[config.mk]
export PLATFORM = sky130hd
export DESIGN_NAME = hazard_unit
export DESIGN_NICKNAME = d
export VERILOG_FILES = /design/src/rtl/hazard_unit.sv
export SDC_FILE = /design/constraint.sdc
export NUM_CORES = 1
export LEC_CHECK = 0
export ABC_CLOCK_PERIOD_IN_PS = 2600
export CORE_MARGIN = 4
export CORE_UTILIZATION = 53
export CTS_BUF_LIST = sky130_fd_sc_hd__clkbuf_4 sky130_fd_sc_hd__clkbuf_8
export DETAILED_ROUTE_END_ITERATION = 8
export PLACE_DENSITY_LB_ADDON = 0.12
export RECOVER_POWER = 100
export SKIP_CTS_REPAIR_TIMING = 1
export SLEW_MARGIN = 20
export SYNTH_ARGS = -nofsm -noshare
export SYNTH_HDL_FRONTEND = slang
export SYNTH_SLANG_ARGS = --single-unit
export TNS_END_PERCENT = 50
[constraint.sdc]
create_clock -name clk -period 2.6 [get_ports clk]
set_input_delay 0.52 -clock clk [delete_from_list [all_inputs] [get_ports clk]]
set_output_delay 0.52 -clock clk [all_outputs]
set_load 0.005 [all_outputs]
[src/rtl/hazard_unit.sv]
// Pipeline hazard unit: EX operand forwarding, load-use interlock, branch
// flush and data-memory freeze, plus a saturating load-use stall counter.
module hazard_unit (
  input  logic        clk,
  input  logic        rst_n,
  input  logic        id_valid,
  input  logic [4:0]  id_rs1,
  input  logic [4:0]  id_rs2,
  input  logic        id_rs1_used,
  input  logic        id_rs2_used,
  input  logic [4:0]  id_rd,
  input  logic        id_reg_write,
  input  logic        id_mem_read,
  input  logic        ex_branch_taken,
  input  logic        dmem_busy,
  output logic [1:0]  fwd_a_sel,
  output logic [1:0]  fwd_b_sel,
  output logic        stall_f,
  output logic        stall_d,
  output logic        stall_e,
  output logic        stall_m,
  output logic        flush_d,
  output logic        flush_e,
  output logic [15:0] lu_stall_cnt
);

  localparam int unsigned REG_W = 5;
  localparam int unsigned FWD_W = 2;
  localparam int unsigned CNT_W = 16;

  localparam logic [FWD_W-1:0] FWD_RF  = FWD_W'(2'b00);
  localparam logic [FWD_W-1:0] FWD_WB  = FWD_W'(2'b01);
  localparam logic [FWD_W-1:0] FWD_MEM = FWD_W'(2'b10);

  localparam logic [CNT_W-1:0] CNT_MAX = {CNT_W{1'b1}};
  localparam logic [REG_W-1:0] REG_X0  = REG_W'(0);

  // Destination-side view of an in-flight instruction (EX and MEM stages).
  typedef struct packed {
    logic             valid;
    logic [REG_W-1:0] rd;
    logic             reg_write;
    logic             mem_read;
  } dst_t;

  // WB entry: once a result is in WB it is forwardable whether or not it
  // came from a load, so load-ness is not carried into this stage.
  typedef struct packed {
    logic             valid;
    logic [REG_W-1:0] rd;
    logic             reg_write;
  } wb_t;

  // EX entry also keeps its source operands for the forwarding compare.
  typedef struct packed {
    dst_t             dst;
    logic [REG_W-1:0] rs1;
    logic [REG_W-1:0] rs2;
    logic             rs1_used;
    logic             rs2_used;
  } ex_t;

  localparam ex_t  EX_BUBBLE  = '0;
  localparam dst_t DST_BUBBLE = '0;
  localparam wb_t  WB_BUBBLE  = '0;

  ex_t              ex_q,  ex_d;
  dst_t             mem_q, mem_d;
  wb_t              wb_q,  wb_d;
  logic [CNT_W-1:0] cnt_q, cnt_d;

  logic             load_use;
  logic             ld_hit_rs1;
  logic             ld_hit_rs2;

  // Operand select for one EX source: MEM ALU result first, then WB result.
  function automatic logic [FWD_W-1:0] fwd_sel(
    input logic             ex_valid,
    input logic [REG_W-1:0] rs,
    input logic             rs_used,
    input dst_t             mem,
    input wb_t              wb
  );
    logic src_live;
    logic mem_hit;
    logic wb_hit;
    src_live = ex_valid && rs_used && (rs != REG_X0);
    mem_hit  = src_live && mem.valid && mem.reg_write && !mem.mem_read &&
               (mem.rd == rs);
    wb_hit   = src_live && wb.valid && wb.reg_write && (wb.rd == rs);
    if (mem_hit) begin
      fwd_sel = FWD_MEM;
    end else if (wb_hit) begin
      fwd_sel = FWD_WB;
    end else begin
      fwd_sel = FWD_RF;
    end
  endfunction

  // Load in EX feeding a source the decode instruction actually reads.
  always_comb begin
    ld_hit_rs1 = id_rs1_used && (id_rs1 == ex_q.dst.rd);
    ld_hit_rs2 = id_rs2_used && (id_rs2 == ex_q.dst.rd);
    load_use   = ex_q.dst.valid && ex_q.dst.mem_read &&
                 (ex_q.dst.rd != REG_X0) && id_valid &&
                 (ld_hit_rs1 || ld_hit_rs2);
  end

  // EX operand-mux selects.
  always_comb begin
    fwd_a_sel = fwd_sel(ex_q.dst.valid, ex_q.rs1, ex_q.rs1_used, mem_q, wb_q);
    fwd_b_sel = fwd_sel(ex_q.dst.valid, ex_q.rs2, ex_q.rs2_used, mem_q, wb_q);
  end

  // Pipeline control; freeze beats branch, branch beats load-use.
  always_comb begin
    stall_f = 1'b0;
    stall_d = 1'b0;
    stall_e = 1'b0;
    stall_m = 1'b0;
    flush_d = 1'b0;
    flush_e = 1'b0;
    if (dmem_busy) begin
      stall_f = 1'b1;
      stall_d = 1'b1;
      stall_e = 1'b1;
      stall_m = 1'b1;
    end else if (ex_branch_taken) begin
      flush_d = 1'b1;
      flush_e = 1'b1;
    end else if (load_use) begin
      stall_f = 1'b1;
      stall_d = 1'b1;
      flush_e = 1'b1;
    end
  end

  // Tracker advance and stall counter next state; everything holds on freeze.
  always_comb begin
    ex_d  = ex_q;
    mem_d = mem_q;
    wb_d  = wb_q;
    cnt_d = cnt_q;
    if (!dmem_busy) begin
      wb_d.valid     = mem_q.valid;
      wb_d.rd        = mem_q.rd;
      wb_d.reg_write = mem_q.reg_write;
      mem_d          = ex_q.dst;
      if (flush_e) begin
        ex_d = EX_BUBBLE;
      end else begin
        ex_d.dst.valid     = id_valid;
        ex_d.dst.rd        = id_rd;
        ex_d.dst.reg_write = id_reg_write;
        ex_d.dst.mem_read  = id_mem_read;
        ex_d.rs1           = id_rs1;
        ex_d.rs2           = id_rs2;
        ex_d.rs1_used      = id_rs1_used;
        ex_d.rs2_used      = id_rs2_used;
      end
      if (load_use && !ex_branch_taken && (cnt_q != CNT_MAX)) begin
        cnt_d = cnt_q + CNT_W'(1);
      end
    end
  end

  // Tracker and counter registers.
  always_ff @(posedge clk or negedge rst_n) begin
    if (!rst_n) begin
      ex_q  <= EX_BUBBLE;
      mem_q <= DST_BUBBLE;
      wb_q  <= WB_BUBBLE;
      cnt_q <= '0;
    end else begin
      ex_q  <= ex_d;
      mem_q <= mem_d;
      wb_q  <= wb_d;
      cnt_q <= cnt_d;
    end
  end

  assign lu_stall_cnt = cnt_q;

endmodule

# Word-level counts from Yosys, hierarchy flattened
# Cells that the tools add are included.
[word_totals]
word_cells = 71
regBits = 51
out_inout_bits = 26
inputBits = 24
[classes]
muxes = 13
bitwise_logic = 1
eq_ne = 7
n_reduce_logical = 33
addsub = 1
[op_table]
columns = ["op", "n"]
rows = [
  ["$eq 5x5->1", 6],
  ["$logic_and 1x1->1", 26],
  ["$mux 20", 1],
  ["$add 16x1->16 const B", 1],
  ["$ne 16x16->1 const B", 1],
  ["$reduce_bool 5->1", 3],
  ["$mux 1", 10],
  ["$mux 2", 2],
  ["$logic_not 1->1", 2],
  ["$reduce_and 2->1", 1],
  ["$logic_or 1x1->1", 1],
  ["$not 1->1", 1],
]

# Longest topological paths before layout
# Gate-level depths: netlist of run 1.
[depth]
ltp_word = 8
mapped_depth = 7
depth_no_buf = 6

# Least setup slack after synthesis of run 1
# OpenSTA, ideal clock, no wires.
[synth_timing]
path_type = "input -> output"
startpoint = "input id_rs1[0]"
endpoint = "output stall_f"
arrival_ns = 1.804
cell_stages = 7
required_time_ns = 2.080
slack_ns = 0.276
cell_sequence = "xnor2_1 nand4_1 o22ai_1 buf_2 nand2_1 o21bai_1 buf_4"
[synth_between]
elab_chain_cells = 7
[synth_rtl]
columns = ["element", "line_no", "rtl"]
rows = [
  ["from (decl)", "7", "input logic [4:0] id_rs1,"],
  ["$eq 5x5->1", "102", "ld_hit_rs1 = id_rs1_used && (id_rs1 == ex_q.dst.rd);"],
  ["$logic_and 1x1->1", "102", ""],
  ["$logic_or 1x1->1", "106", "(ld_hit_rs1 || ld_hit_rs2);"],
  ["$logic_and 1x1->1", "105", "(ex_q.dst.rd != REG_X0) && id_valid &&"],
  ["$mux 1 (3 in a row)", "-", ""],
  ["to (decl)", "18", "output logic stall_f,"],
]
# No other way between the ends.

# Worst setup path in the final report of run 1
[layout_timing]
startpoint = "register ex_q[8] in the netlist's numbering"
endpoint = "output fwd_a_sel[0]"
[layout_between]
elab_chain_cells = 7
[layout_rtl]
columns = ["element", "line_no", "rtl"]
rows = [
  ["from (decl)", "67", "ex_t ex_q, ex_d;"],
  ["from (signal assigned)", "170", "ex_q <= EX_BUBBLE;"],
  ["from (signal assigned)", "175", "ex_q <= ex_d;"],
  ["$reduce_bool 5->1", "87", "src_live = ex_valid && rs_used && (rs != REG_X0);"],
  ["$logic_and 1x1->1", "87", ""],
  ["$logic_and 1x1->1 (on tied branches) (3 in a row)", "90, 88", ""],
  ["$mux 1 / $logic_and 1x1->1 (equally long branches)", "93, 88", ""],
  ["$mux 2 (*)", "91", "if (mem_hit) begin"],
  ["to (decl)", "16", "output logic [1:0] fwd_a_sel,"],
]
# Mark *: on every way between the ends. The rest lies on a longest branch, timed or not.

==> out/metrics.csv, run 1 <==
metric,value,unit
# clock sinks,51,
TritonCTS clock tree,done,
internal power,1.22,mW
initial detailed-routing violation count,143,
CP Cell Sequence,"or4_1, o211ai_1, nor4_2, nor3_1, clkdlybuf4s50_1",
total die area,6000,sq um
worst slew pin tran,1.14,ns
RD Place Congestion,0.853,
total CTS buffers,5,
WL/cell,17.2,um
register area,1280,sq um
final core occ,0.723,
detailed-route via count,1890,
PD cells,510,nW/um^2
Synth Register Bits,51,
chip height,77.4,um
combinational fraction of design power,0.157,
average size of a mapped cell,11.8,sq um
Crit path arrival time,2.25,ns
Total GRT Usage,0.196,
Critical path origin,ex_q[8],
max_slew headroom,0.242,
"commonest non-fill, non-tap cell in the layout",dfrtp_1,
Die Wd,77.4,um
Max Fanout on Critical Path,2,
row cnt,24,
Multi-input gate area,1200,sq um
initial antenna violation count,0,
switching component of the power,0.445,mW
Initial DRT Pass Iterations,4,
most frequent cells in the layout,"dfrtp_1 (51), xnor2_1 (34), clkdlybuf4s50_1 (22), dlygate4sd3_1 (21), a22o_1 (20)",
switching share of power,0.268,
# setup viols final,23,
RR Startpoint,ex_q[14],
Clock transition at path regs,0.09,ns
clk_skew,0.00533,ns
Crit Path Class,flip-flop to primary output,
post-layout net count,302,
# DRC,0,
# fillers,346,
max-cap viol count,0,
Layout Area Growth over Synthesis,27.5,%
first-pass GRT wire length,9.34,mm
vias per inst,5.73,
core box area,4500,sq um
Starting Density,0.567,
failing checks,negative setup slack,
leakage,1.50,nW
period utilisation layout,1.07,
library cells used by synthesis,36,
worst hold-check path type,primary input to asynchronous set/reset pin,
RSZ-0062 raised after global routing,yes,
ANT nets after route,0,
Final min period,2.77,ns
port bufs,49,
sequential power share,0.549,
CP top delay family,simple AND/OR/NAND/NOR gates,
endpoints failing hold,0,
io pins,50,
DP Worst Slack,-0.331,ns
Critical Path Start Type,flip-flop,
Synth Cell Area,2550,sq um
share of the yosys chip area belonging to registers,0.500,
vias in the first global route,1930,
critical path endpoint category,primary output,
root buffer cell,clkbuf_8,
largest net degree at the start of global routing,36,
Syn. warnings,0,
Clock Latency Late Sink,0.31,ns
r2r setup slk,0.13,ns
syn nets,242,
number of antenna diodes,0,
share of cells above drive strength 1,0.158,
largest vdd supply drop,0.000348,V
CP bufs+invs,1,
Max Root-Sink Buffers,2,
gr ovfl total,0,
CTS HTree Levels,2,
final wirelength,5.67,mm
CP max stage delay,0.52,ns
hpwl dp,4.14,mm
"Worst Setup Slack, final",-0.171,ns
fmax,0.361,GHz
Clk pwr share,0.294,
status,"finished, violations left",
Max Slew Vio Count,0,
Syn Inst Count,217,
slowest CP cell,or4_1,
Crit path required time,2.08,ns
## cells in the mapped netlist, drive strengths merged
| library cell | number | area [sq um] |
|---|---|---|
| and3b | 1 | 8.76 |
| nand2b | 2 | 12.5 |
| xnor2 | 34 | 298 |
| or2 | 1 | 6.26 |
| nor4 | 6 | 43.8 |
| a21boi | 1 | 11.3 |
| o21bai | 1 | 7.51 |
| nand2 | 10 | 37.5 |
| o211ai | 2 | 15.0 |
| nand4b | 1 | 8.76 |
| mux2 | 17 | 191 |
| clkbuf | 3 | 11.3 |
| o22ai | 1 | 6.26 |
| a21oi | 1 | 5.00 |
| and3 | 4 | 25.0 |
| dfrtp | 51 | 1280 |
| nor2 | 4 | 15.0 |
| nand3b | 1 | 7.51 |
| nand4 | 14 | 87.6 |
| o2111ai | 1 | 26.3 |
| and4 | 1 | 8.76 |
| xor2 | 10 | 87.6 |
| nor3 | 7 | 35.0 |
| inv | 3 | 11.3 |
| ha | 1 | 12.5 |
| or4 | 3 | 26.3 |
| buf | 8 | 57.6 |
| nand3 | 8 | 40.0 |
| a22o | 20 | 175 |
## final timing paths
path	end	cells past startpoint
worst min-delay path	ex_q[15]	1
worst max-delay path	fwd_a_sel[0]	5
max in group asynchronous	lu_stall_cnt[3]	2
min in group clk	lu_stall_cnt[7]	1
worst min register to register	lu_stall_cnt[7]	1
worst max register to register	ex_q[17]	6
## flip-flops by register name (all words and copies together) (netlist names)
register	count
ex_q	20
lu_stall_cnt	16
mem_q	8
wb_q	7
## power groups by stage
stage	clock network, mW	logic, mW	registers [mW]
6_report	0.488	0.260	0.912
5_1_grt	0.532	0.283	0.921
4_1_cts	0.498	0.263	0.913
3_5_place_dp	0	0.262	0.928
3_3_place_gp	0	0.256	0.926
2_1_floorplan	0	0.158	0.911
## area by class of cell
type | instances | share of cell area
sequential | 51 | 0.392
multi-input combinational | 152 | 0.370
timing repair buffer | 64 | 0.184
clock buffer | 6 | 0.0254
tap | 52 | 0.0200
clock inverter | 2 | 0.00499
inverter | 3 | 0.00346
## stage by stage
stage	TNS [ns]	power, mW	cell area [sq um]	hold slack (ns)	cells
global placement	-1.26	1.18	3140	0.475	319
floorplan	0	1.07	2550	0.224	217
CTS	-1.35	1.67	3240	0.181	327
finish	-2.26	1.66	3260	0.404	330
detailed placement	-1.54	1.19	3140	0.498	319
global route	-6.31	1.74	3260	0.521	330
## per-layer routing
layer,part of all wire,vias to the layer above,wire length [um],global-route usage
met2,0.52,50,2950,0.334
met5,0,-,0,0
met1,0.43,925,2430,0.249
li1,-,909,-,-
met4,0.0094,0,53,0.0516
met3,0.041,6,234,0.0509
## logic make-up (layout without fill, tap and decap cells)
kind of cell,after synthesis,count (layout),synth area share
buffers and inverters,14,75,0.0313
and+or+nand+nor,63,63,0.142
DFF,51,51,0.500
adders and majority gates,1,1,0.00490
muxes,17,17,0.0749
xor gates and xnor gates,44,44,0.151
AOI/OAI and AO/OA,27,27,0.0965
Note: power is estimated with default switching activity, not from simulation.
==> run 2: changes to the inputs <==
--- a/config.mk
+++ b/config.mk
@@ -6,9 +6,10 @@
 export NUM_CORES = 1
 export LEC_CHECK = 0
 export ABC_CLOCK_PERIOD_IN_PS = 2600
-export CORE_MARGIN = 4
+export CORE_MARGIN = 2
 export CORE_UTILIZATION = 53
 export CTS_BUF_LIST = sky130_fd_sc_hd__clkbuf_4 sky130_fd_sc_hd__clkbuf_8
+export CTS_CLUSTER_DIAMETER = 50
 export DETAILED_ROUTE_END_ITERATION = 8
 export PLACE_DENSITY_LB_ADDON = 0.12
 export RECOVER_POWER = 100
==> run 2 against run 1 <==
  * The run ends with max-capacitance violations, negative setup slack left
  * Combinational power barely moved
  * Worst hold slack improved by 0.089 ns
  * Via count fell by 0.32%
  * Worst setup slack got worse by 0.037 ns
  * Register-to-register slack got worse by 0.06 ns
  * Sequential share of layout area rose by 0.21 points
  * Wire length fell by 4.7%
  * Clock power fell by 13%
  * Global-route usage rose by 2.1 points
  * First-iteration DRC count fell by 19%
  * Sequential cell count did not move
  * Utilization fell by 3.3 points
==> out/metrics.csv, run 2 (synthesized netlist as in run 1, its figures left out) <==
metric,value,unit
initial detailed-routing violation count,116,
Starting Density,0.545,
Crit Path Class,flip-flop to primary output,
final core occ,0.690,
largest vdd supply drop,0.000278,V
root buffer cell,clkbuf_8,
Clock transition at path regs,0.08,ns
critical path endpoint category,primary output,
final wirelength,5.40,mm
period utilisation layout,1.08,
total die area,5390,sq um
Min Hold Slack,0.493,ns
fmax,0.356,GHz
DP Worst Slack,-0.358,ns
# clock sinks,51,
most frequent cells in the layout,"dfrtp_1 (51), xnor2_1 (34), clkdlybuf4s50_1 (24), a22o_1 (20), dlygate4sd3_1 (20)",
RR Startpoint,ex_q[18],
Initial DRT Pass Iterations,4,
PD cells,492,nW/um^2
Max Slew Vio Count,0,
port bufs,49,
max_slew headroom,0.00703,
total CTS buffers,5,
worst slew pin tran,1.49,ns
Crit path arrival time,2.29,ns
Critical Path Start Type,flip-flop,
CTS HTree Levels,2,
detailed-route via count,1884,
WL/cell,16.3,um
worst hold-check path type,flip-flop to flip-flop,
clk_skew,0.00701,ns
Max Fanout on Critical Path,4,
# DRC,0,
initial antenna violation count,0,
post-layout net count,303,
first-pass GRT wire length,8.86,mm
dpl cells,324,
Total GRT Usage,0.217,
hpwl dp,4.10,mm
"Worst Setup Slack, final",-0.209,ns
fin cells,331,
Max Root-Sink Buffers,2,
ANT nets after route,0,
vias in the first global route,1915,
status,"finished, violations left",
"commonest non-fill, non-tap cell in the layout",dfrtp_1,
row cnt,25,
core box area,4690,sq um
chip height,73.4,um
largest net degree at the start of global routing,36,
RSZ-0062 raised after global routing,yes,
Critical path origin,ex_q[4],
share of cells above drive strength 1,0.148,
# setup viols final,23,
max-cap viol count,1,
"Most flops, register",ex_q,
failing checks,"max-capacitance violations, negative setup slack",
Layout Area Growth over Synthesis,26.8,%
Clock Latency Late Sink,0.30,ns
endpoints failing hold,0,
io pins,50,
TritonCTS clock tree,done,
Post-Place Cell Area,3150,sq um
leakage,1.48,nW
gr ovfl total,0,
vias per inst,5.69,
number of antenna diodes,0,
Final Instance Area,3240,sq um
Final Power,1.59,mW
Crit path required time,2.08,ns
RD Place Congestion,0.903,
Die Wd,73.4,um
Largest register FFs,20,
worst hold start,lu_stall_cnt[11],
setup_tns,-2.46,ns
Final min period,2.81,ns
==> run 2: metal layers <==
layer / vias up / wire, um / track usage
met5: - / 0 / 0
met4: 0 / 86 / 0.0768
met3: 8 / 206 / 0.0576
met2: 43 / 2700 / 0.353
li1: 906 / - / -
met1: 927 / 2410 / 0.279
==> run 2: area by class of cell <==
cell class	count	area, sq um
tap	54	67.6
multi-input combinational	152	1210
sequential	51	1280
clock buffer	6	76.3
timing repair buffer	65	601
fill	372	1450
inverter	3	11.3
==> run 2: power by group <==
group | total [mW] | internal [mW] | leakage, nW | switching, mW
logic | 0.261 | 0.151 | 0.761 | 0.109
registers | 0.909 | 0.846 | 0.680 | 0.0629
clock network | 0.424 | 0.190 | 0.0406 | 0.233
==> run 2: path summary, 6_finish.rpt <==
check | to | slack [ns] | cells after the start
max | fwd_b_sel[0] | -0.21 | 5
min | lu_stall_cnt[11] | 0.49 | 1
max reg2reg | ex_q[17] | 0.07 | 7
min reg2reg | lu_stall_cnt[11] | 0.49 | 1
max in group asynchronous | lu_stall_cnt[9] | 0.79 | 2
min in group asynchronous | lu_stall_cnt[15] | 0.57 | 1
==> run 2: worst max-delay path, cell delays in order, from the launching register on <==
cell             delay, ns
dfrtp_1               0.43
or4_1                 0.51
o211ai_1              0.25
nor4_1                0.11
nor3_1                0.17
clkdlybuf4s50_1       0.52
